`config.mk`:
```
export PLATFORM = sky130hd
export DESIGN_NAME = regs_wb_queue
export DESIGN_NICKNAME = d
export VERILOG_FILES = /design/src/rtl/regs_wb_queue.sv
export SDC_FILE = /design/constraint.sdc
export NUM_CORES = 1
export LEC_CHECK = 0
export BUFFER_PORTS_ARGS = -buffer_cell sky130_fd_sc_hd__buf_4
export CORE_ASPECT_RATIO = 0.5
export CORE_MARGIN = 4
export CORE_UTILIZATION = 64
export DETAILED_ROUTE_END_ITERATION = 10
export GPL_TIMING_DRIVEN = 1
export PLACE_DENSITY = 0.88
export SYNTH_ARGS = -nofsm -noshare
export SYNTH_HDL_FRONTEND = slang
export SYNTH_SLANG_ARGS = --single-unit
```
`constraint.sdc`:
```
create_clock -name clk -period 4.6 [get_ports clk]
set_input_delay 0.92 -clock clk [delete_from_list [all_inputs] [get_ports clk]]
set_output_delay 0.92 -clock clk [all_outputs]
set_load 0.01 [all_outputs]
```
`src/rtl/regs_wb_queue.sv`:
```
// Write-back queue for the Regs register file: merges ALU and load results into a
// small FIFO, drains one register write per cycle and forwards pending results.
module regs_wb_queue #(
  parameter  int DEPTH = 4,
  parameter  int AW    = 5,
  parameter  int DW    = 32,
  localparam int PW    = $clog2(DEPTH),
  localparam int CW    = PW + 1
) (
  input  logic          clk,
  input  logic          rst,
  input  logic          a_valid,
  output logic          a_ready,
  input  logic [AW-1:0] a_addr,
  input  logic [DW-1:0] a_data,
  input  logic          m_valid,
  output logic          m_ready,
  input  logic [AW-1:0] m_addr,
  input  logic [DW-1:0] m_data,
  output logic [AW-1:0] reg_W_addr,
  output logic [DW-1:0] wdata,
  output logic          reg_we,
  input  logic [AW-1:0] fwd_addr,
  output logic          fwd_hit,
  output logic [DW-1:0] fwd_data,
  output logic [CW-1:0] count
);

  logic [AW-1:0] addr_q [DEPTH];
  logic [DW-1:0] data_q [DEPTH];
  logic [PW-1:0] head_q, head_d;
  logic [PW-1:0] tail_q, tail_d;
  logic [CW-1:0] count_q, count_d;

  logic [CW-1:0] free_s;
  logic          a_push_s, m_push_s, pop_s;
  logic [PW-1:0] m_slot_s;
  logic [PW-1:0] fwd_idx_s;

  // Ready is derived from the registered occupancy only; A keeps priority on the last slot.
  always_comb begin
    free_s  = CW'(DEPTH) - count_q;
    a_ready = 1'b0;
    m_ready = 1'b0;
    if (rst) begin
      a_ready = (free_s >= CW'(1));
      m_ready = (free_s >= CW'(2)) || ((free_s == CW'(1)) && !a_valid);
    end else begin
      a_ready = 1'b0;
      m_ready = 1'b0;
    end
  end

  // Push/pop decisions and next-state pointers; address-0 results are dropped after the handshake.
  always_comb begin
    a_push_s = a_valid && a_ready && (a_addr != {AW{1'b0}});
    m_push_s = m_valid && m_ready && (m_addr != {AW{1'b0}});
    pop_s    = (count_q != {CW{1'b0}});
    if (a_push_s) begin
      m_slot_s = tail_q + PW'(1);
    end else begin
      m_slot_s = tail_q;
    end
    tail_d  = tail_q + PW'(a_push_s) + PW'(m_push_s);
    head_d  = head_q + PW'(pop_s);
    count_d = count_q + CW'(a_push_s) + CW'(m_push_s) - CW'(pop_s);
  end

  // Queue storage, pointers and occupancy.
  always_ff @(posedge clk or negedge rst) begin
    if (!rst) begin
      head_q  <= {PW{1'b0}};
      tail_q  <= {PW{1'b0}};
      count_q <= {CW{1'b0}};
      for (int i = 0; i < DEPTH; i++) begin
        addr_q[i] <= {AW{1'b0}};
        data_q[i] <= {DW{1'b0}};
      end
    end else begin
      head_q  <= head_d;
      tail_q  <= tail_d;
      count_q <= count_d;
      if (a_push_s) begin
        addr_q[tail_q] <= a_addr;
        data_q[tail_q] <= a_data;
      end
      if (m_push_s) begin
        addr_q[m_slot_s] <= m_addr;
        data_q[m_slot_s] <= m_data;
      end
    end
  end

  // Write port presents the head entry whenever the queue is non-empty.
  always_comb begin
    reg_we = (count_q != {CW{1'b0}});
    count  = count_q;
    if (reg_we) begin
      reg_W_addr = addr_q[head_q];
      wdata      = data_q[head_q];
    end else begin
      reg_W_addr = {AW{1'b0}};
      wdata      = {DW{1'b0}};
    end
  end

  // Scan oldest to youngest so a later match overrides an earlier one.
  always_comb begin
    fwd_hit   = 1'b0;
    fwd_data  = {DW{1'b0}};
    fwd_idx_s = head_q;
    for (int i = 0; i < DEPTH; i++) begin
      fwd_idx_s = head_q + PW'(i);
      if ((CW'(i) < count_q) && (fwd_addr != {AW{1'b0}}) && (addr_q[fwd_idx_s] == fwd_addr)) begin
        fwd_hit  = 1'b1;
        fwd_data = data_q[fwd_idx_s];
      end else begin
        fwd_hit  = fwd_hit;
        fwd_data = fwd_data;
      end
    end
  end

endmodule

```
==> impl_metrics.env, run 1 <==
export IMPL_cap_violations=0
export IMPL_place_congestion=0.886
export IMPL_wirelength_um=42700
export IMPL_p_leak_uw=0.00693
export IMPL_power_per_cell_area_nw_per_um2=861
export IMPL_portBuffers=158
export IMPL_yosys_warnings=0
export IMPL_synth_nets=1488
export IMPL_clock_latency_ns=0.45
export IMPL_vias=12633
export IMPL_finalSetupViolCount=0
export IMPL_relSlewSlack_pct=17.9
export IMPL_die_h_um=107
export IMPL_mostFrequentLayoutCells="mux2i_1, buf_4, dfrtp_1"
export IMPL_htreeDepth=4
export IMPL_end_kind="primary output"
export IMPL_fin_ws_ns=0.0454
export IMPL_cp_required_ns=3.68
export IMPL_p_sw_uw=5990
export IMPL_hpwl_um=26000
export IMPL_final_common_cell="mux2i_1"
export IMPL_antenna_left=0
export IMPL_dieWidth_um=207
export IMPL_grt_max_degree=115
export IMPL_final_area_um2=14700
export IMPL_fin_nets=1555
export IMPL_yosysTopAreaCell="dfrtp_1"
export IMPL_p_clk_share_pct=12.2
export IMPL_drt_initial_drc_count=1585
export IMPL_clock_path_buffers=2
export IMPL_peakVddDrop_mv=0.645
export IMPL_synthDistinctLibCells=51
export IMPL_maxSlewViolCount=0
export IMPL_fin_crit_sh_pct=99.0
export IMPL_fmax_mhz=220
export IMPL_min_period_ns=4.55
export IMPL_diodes=0
export IMPL_total_power_uw=12600
export IMPL_rrSetupSlack_ns=0.79
export IMPL_tightest_slew_ns=1.23
export IMPL_syn_to_final_growth_pct=16.1
export IMPL_synth_area_top_cells="dfrtp_1, mux2i_1, nand2_1, o221ai_1, o311ai_0"
export IMPL_grt_pass1_wl_um=66900
export IMPL_fin_hold_ws_ns=0.303
export IMPL_yosys_area_top_type_share_pct=30.7
export IMPL_hp_class="input pin to asynchronous set/reset pin"
export IMPL_first_global_vias=12691
export IMPL_wire_per_inst_um=24.6
export IMPL_pre_cts_ws_ns=0.304
export IMPL_clk_pin_slew_worst_paths_ns=0.07
export IMPL_skew_ns=0.00724
export IMPL_avgSynthCellArea_um2=9.09
export IMPL_cp_start_kind="flip-flop"
export IMPL_grt_usage_pct=37.9
export IMPL_cts_tree="built"
export IMPL_crit_fanout=40
export IMPL_cp_arrival_ns=3.63
export IMPL_netlist_instances=1390
export IMPL_die_area_um2=22200
export IMPL_grt_ovfl_total=0
export IMPL_pin_count=159
export IMPL_ys_async_sr_fraction_pct=100
export IMPL_synth_seq_area_share_pct=30.7
export IMPL_drc=0
export IMPL_initial_core_util_pct=65.1
export IMPL_power_frac_comb_pct=65.8
export IMPL_p_seq_share_pct=21.9
export IMPL_internal_power_uw=6640
export IMPL_crit_type="flip-flop to primary output"
export IMPL_swShare_pct=47.4
export IMPL_rows=36
export IMPL_dp_cells=1697
export IMPL_synth_edf_count=0
export IMPL_synth_main_ff_cell="dfrtp_1"
export IMPL_dr_pass1_iters=7
export IMPL_antenna_found_initial=0
export IMPL_final_cells=1736
export IMPL_drive_gt1_share_pct=18.5
export IMPL_dpl_cell_area_um2=13900
export IMPL_core_area_um2=19400
export IMPL_cts_buffers=17
export IMPL_cts_sinks=155
export IMPL_root_buffer="clkbuf_16"
export IMPL_viasPerCell=7.28
export IMPL_hold_viol=0
export IMPL_ys_ff_latch=155
export IMPL_status="complete, no violations"
export IMPL_syn_area_um2=12600
==> worst paths after layout <==
path | start | to | depth (start not counted)
min reg2reg | data_q[23]$_DFF_PN0_ | data_q[23]$_DFF_PN0_ | 2
min in group clk | data_q[23]$_DFF_PN0_ | data_q[23]$_DFF_PN0_ | 2
max | head_q[1]$_DFF_PN0_ | fwd_data[20] | 9
min | rst | addr_q[13]$_DFF_PN0_ | 1
max reg2reg | count[0]$_DFF_PN0_ | data_q[81]$_DFF_PN0_ | 11
max in group asynchronous | rst | data_q[89]$_DFF_PN0_ | 3
==> synthesized netlist by cell type (9+ instances only) <==
library cell    n
clkbuf_1       96
or3_1          62
nand2_1       146
a21oi_1        78
mux2i_1       274
dfrtp_1       155
o221ai_1       60
buf_2          28
inv_1          16
mux4_2         18
xnor2_1        14
o21ai_0        74
o21bai_1       63
and3_1         32
nor2_1         76
nor3_1         10
buf_1          15
o311ai_0       59
buf_6           9
a32o_1         31
ha_1           12
==> flip-flops by register name, indices dropped and copies added (netlist names) <==
signal  cells
addr_q     20
tail_q      2
data_q    128
count       3
head_q      2
==> cell families (layout without fill, tap and decap cells) <==
group | count (synthesis) | count (layout) | synth area share, %
AO/OA/AOI/OAI | 383 | 383 | 21.8
multiplexers | 297 | 297 | 25.6
AND/OR/NAND/NOR | 352 | 353 | 12.9
adder cells (fa/ha/maj) | 15 | 15 | 1.66
XOR/XNOR | 21 | 21 | 1.46
flip-flops | 155 | 155 | 30.7
buffers and inverters | 167 | 246 | 5.83
==> metal layers <==
metal  global-route usage [%]  wire length, µm  share of wire [%]  vias to the layer above
li1                         -                -                  -                     5395
met1                     49.9            16400                 38                     6121
met2                     59.3            19600                 46                      929
met3                     8.55             4890                 11                      188
met4                     18.9             1820                4.3                        0
met5                        0                0                  0                        -
==> layout make-up <==
class / count / area (µm²)
fillers: 1324 / 4740
clock inverters: 13 / 191
clock buffers: 19 / 433
well taps: 266 / 333
inverters: 17 / 63.8
multi-input cells: 1069 / 8130
repair buffers: 197 / 1640
flip-flops and latches: 155 / 3890
==> power by group through the flow <==
stage,Clock (µW),Combinational [µW],Sequential (µW)
3_3_place_gp,0,7580,2680
3_5_place_dp,0,7920,2760
5_1_grt,1600,8870,2860
2_1_floorplan,0,5470,2500
6_report,1540,8310,2770
4_1_cts,1540,8040,2750
==> worst max-delay path, cell delays in order, from the launching register on <==
cell and delay (ns):
dfrtp_4 0.62, buf_4 0.37, mux4_2 0.38, xnor2_1 0.20, nand4_1 0.25, buf_4 0.39, nor3_1 0.28, a311oi_1 0.08
o32ai_1 0.40, buf_4 0.19
==> per-stage QoR <==
| step | util [%] | TNS, ns |
|---|---|---|
| floorplan | - | 0 |
| global placement | 71.8 | 0 |
| detailed placement | 71.8 | 0 |
| CTS | 75.3 | 0 |
| global route | 75.6 | -0.0609 |
| finish | 75.6 | 0 |
==> repair_timing <==
action / 4_1_cts / 5_1_grt
hold buffers: 0 / 0
buffers inserted: 3 / 3
gates resized for setup: 1 / 5
pin swaps: 1 / 1
gates cloned: 1 / 0
endpoints found under the setup margin: 15 / 31
Power figures use the tool's default switching activity.
==> run 2: changes to the inputs <==
--- a/config.mk
+++ b/config.mk
@@ -8,10 +8,11 @@
 export BUFFER_PORTS_ARGS = -buffer_cell sky130_fd_sc_hd__buf_4
 export CORE_ASPECT_RATIO = 0.5
 export CORE_MARGIN = 4
-export CORE_UTILIZATION = 64
+export CORE_UTILIZATION = 35
+export CTS_CLUSTER_SIZE = 20
 export DETAILED_ROUTE_END_ITERATION = 10
 export GPL_TIMING_DRIVEN = 1
-export PLACE_DENSITY = 0.88
+export PLACE_DENSITY = 0.54
 export SYNTH_ARGS = -nofsm -noshare
 export SYNTH_HDL_FRONTEND = slang
 export SYNTH_SLANG_ARGS = --single-unit
==> run 2 against run 1 <==
Routed wire length up 5.1%. Sequential cell count is the same. Power grew 0.63%. Hold slack better by 0.085 ns. Combinational power is essentially flat. Global-route usage down 16 points. Clock power up 9.7%. Cell count increased by 12%. Clock-buffer cell count rose by 3. Clock skew is 0.0019 ns higher. Utilization is 33 points lower.
==> impl_metrics.env, run 2 (synthesis results as in run 1) <==
export IMPL_relSlewSlack_pct=22.4
export IMPL_cts_hold_buf=0
export IMPL_finalSetupViolCount=0
export IMPL_antenna_left=0
export IMPL_largest_register="data_q"
export IMPL_wirelength_um=44900
export IMPL_post_route_util_pct=43.0
export IMPL_skew_ns=0.00919
export IMPL_first_global_vias=11786
export IMPL_cpMaxStageDelayCell="mux4_2"
export IMPL_root_buffer="clkbuf_16"
export IMPL_pin_count=159
export IMPL_critPathTopFamily="compound AO/OA/AOI/OAI gates"
export IMPL_final_common_cell="mux2i_1"
export IMPL_grt_busiest_layer="met2"
export IMPL_pre_cts_ws_ns=0.268
export IMPL_end_kind="primary output"
export IMPL_tightest_slew_ns=1.16
export IMPL_max_stage_delay_ns=0.60
export IMPL_drc=0
export IMPL_grt_usage_pct=22.3
export IMPL_fin_crit_sh_pct=96.2
export IMPL_cp_required_ns=3.68
export IMPL_fin_nets=1557
export IMPL_vias=11855
export IMPL_clock_path_buffers=2
export IMPL_dp_cells=1909
export IMPL_crit_fanout=35
export IMPL_antenna_found_initial=1
export IMPL_final_cells=1948
export IMPL_place_congestion=0.826
export IMPL_die_h_um=142
export IMPL_met3_usage_pct=3.64
export IMPL_multi_input_area_um2=8150
export IMPL_hp_class="input pin to asynchronous set/reset pin"
export IMPL_syn_to_final_growth_pct=19.2
export IMPL_path_buf_inv=2
export IMPL_viasPerCell=6.09
export IMPL_grt_max_degree=81
export IMPL_met2_usage_pct=37.6
export IMPL_grt_ovfl_total=0
export IMPL_p_leak_uw=0.00700
export IMPL_cts_buffers=17
export IMPL_mostFrequentLayoutCells="mux2i_1, buf_4, dfrtp_1"
export IMPL_power_per_cell_area_nw_per_um2=844
export IMPL_drive_gt1_share_pct=18.7
export IMPL_cap_violations=0
export IMPL_cp_start_kind="flip-flop"
export IMPL_fmax_mhz=226
export IMPL_fillers=3385
export IMPL_use_met1_pct=29.7
export IMPL_min_period_ns=4.43
export IMPL_htreeDepth=4
export IMPL_maxSlewViolCount=0
export IMPL_hpwl_um=28300
export IMPL_cts_sinks=155
export IMPL_cts_tree="built"
export IMPL_clk_pin_slew_worst_paths_ns=0.07
export IMPL_cp_arrival_ns=3.51
export IMPL_initial_core_util_pct=36.1
export IMPL_hold_viol=0
export IMPL_core_area_um2=35000
export IMPL_seq_area_um2=3890
export IMPL_setup_tns_ns=0
export IMPL_die_area_um2=39400
export IMPL_rows=48
export IMPL_clock_latency_ns=0.45
export IMPL_rsz0062_at_grt="false"
export IMPL_peakVddDrop_mv=0.445
export IMPL_drt_initial_drc_count=982
export IMPL_worstPathCellList="mux4_2 > or3_1 > a211o_1 > a21o_4 > buf_12 > o221ai_1 > a32o_1 > buf_4"
export IMPL_status="complete, no violations"
export IMPL_wire_per_inst_um=23.1
export IMPL_largest_register_ffs=128
export IMPL_crit_type="flip-flop to primary output"
export IMPL_fin_ws_ns=0.173
export IMPL_grt_pass1_wl_um=69700
export IMPL_dr_pass1_iters=5
export IMPL_dieWidth_um=277
export IMPL_portBuffers=158
==> run 2: cell types whose count changed in the layout (fill, tap and decap cells not counted), sizes merged, moves of 2 or more <==
cell,change
buf,+2
bufinv,+2
clkbuf,+3
inv,-3
==> run 2: worst paths after layout <==
| kind | from | end | slack (ns) | depth (start not counted) |
|---|---|---|---|---|
| setup / recovery | head_q[0]$_DFF_PN0_ | fwd_data[11] | 0.17 | 8 |
| hold / removal | rst | tail_q[1]$_DFF_PN0_ | 0.39 | 1 |
| setup reg to reg | count[0]$_DFF_PN0_ | data_q[80]$_DFF_PN0_ | 0.96 | 11 |
| hold reg to reg | data_q[13]$_DFF_PN0_ | data_q[13]$_DFF_PN0_ | 0.60 | 2 |
| max in group asynchronous | rst | data_q[95]$_DFF_PN0_ | 2.26 | 3 |
| min in group clk | data_q[13]$_DFF_PN0_ | data_q[13]$_DFF_PN0_ | 0.60 | 2 |
==> run 2: repair_timing <==
item,CTS,global route
buffers inserted,3,2
gates resized for setup,8,4
pin swaps,2,0
endpoints found under the setup margin,28,26
gates cloned,1,0
==> run 2: area by class of cell <==
class / count / share of cell area [%]
clock buffers: 22 / 3.22
repair buffers: 199 / 11.1
well taps: 475 / 3.95
diodes: 1 / 0.0166
inverters: 17 / 0.424
flip-flops and latches: 155 / 25.8
multi-input cells: 1069 / 54.1
clock inverters: 10 / 1.40
==> run 2: worst reg2reg max path, delay by kind of cell (launching register included) <==
kind	cells	cell delay, ns
fa+ha+maj	2	0.53
flops	1	0.41
compound gates	3	1.30
simple gates	3	0.62
buf+inv	3	0.72
==> run 2: routing by layer <==
layer	vias to the layer above	share of wire, %	wire [µm]
li1	5403	-	-
met1	5971	45	20000
met2	404	48	21600
met3	77	4.8	2150
met4	0	2.4	1090
met5	-	0	0
==> run 2: where the power goes <==
group | total, µW | internal [µW] | switching, µW
registers | 2730 | 2070 | 658
clock network | 1690 | 1080 | 614
logic | 8290 | 3670 | 4620
total | 12700 | 6810 | 5890
==> run 2: through the flow <==
stage / hold slack (ns) / cell area, µm² / total power (µW)
final: 0.388 / 15100 / 12700
after global routing: 0.409 / 15100 / 13600
after CTS: 0.398 / 15000 / 12600
after detailed placement: 0.587 / 14300 / 10900
after global placement: 0.573 / 14300 / 10600
after floorplan: 0.550 / 12600 / 7970
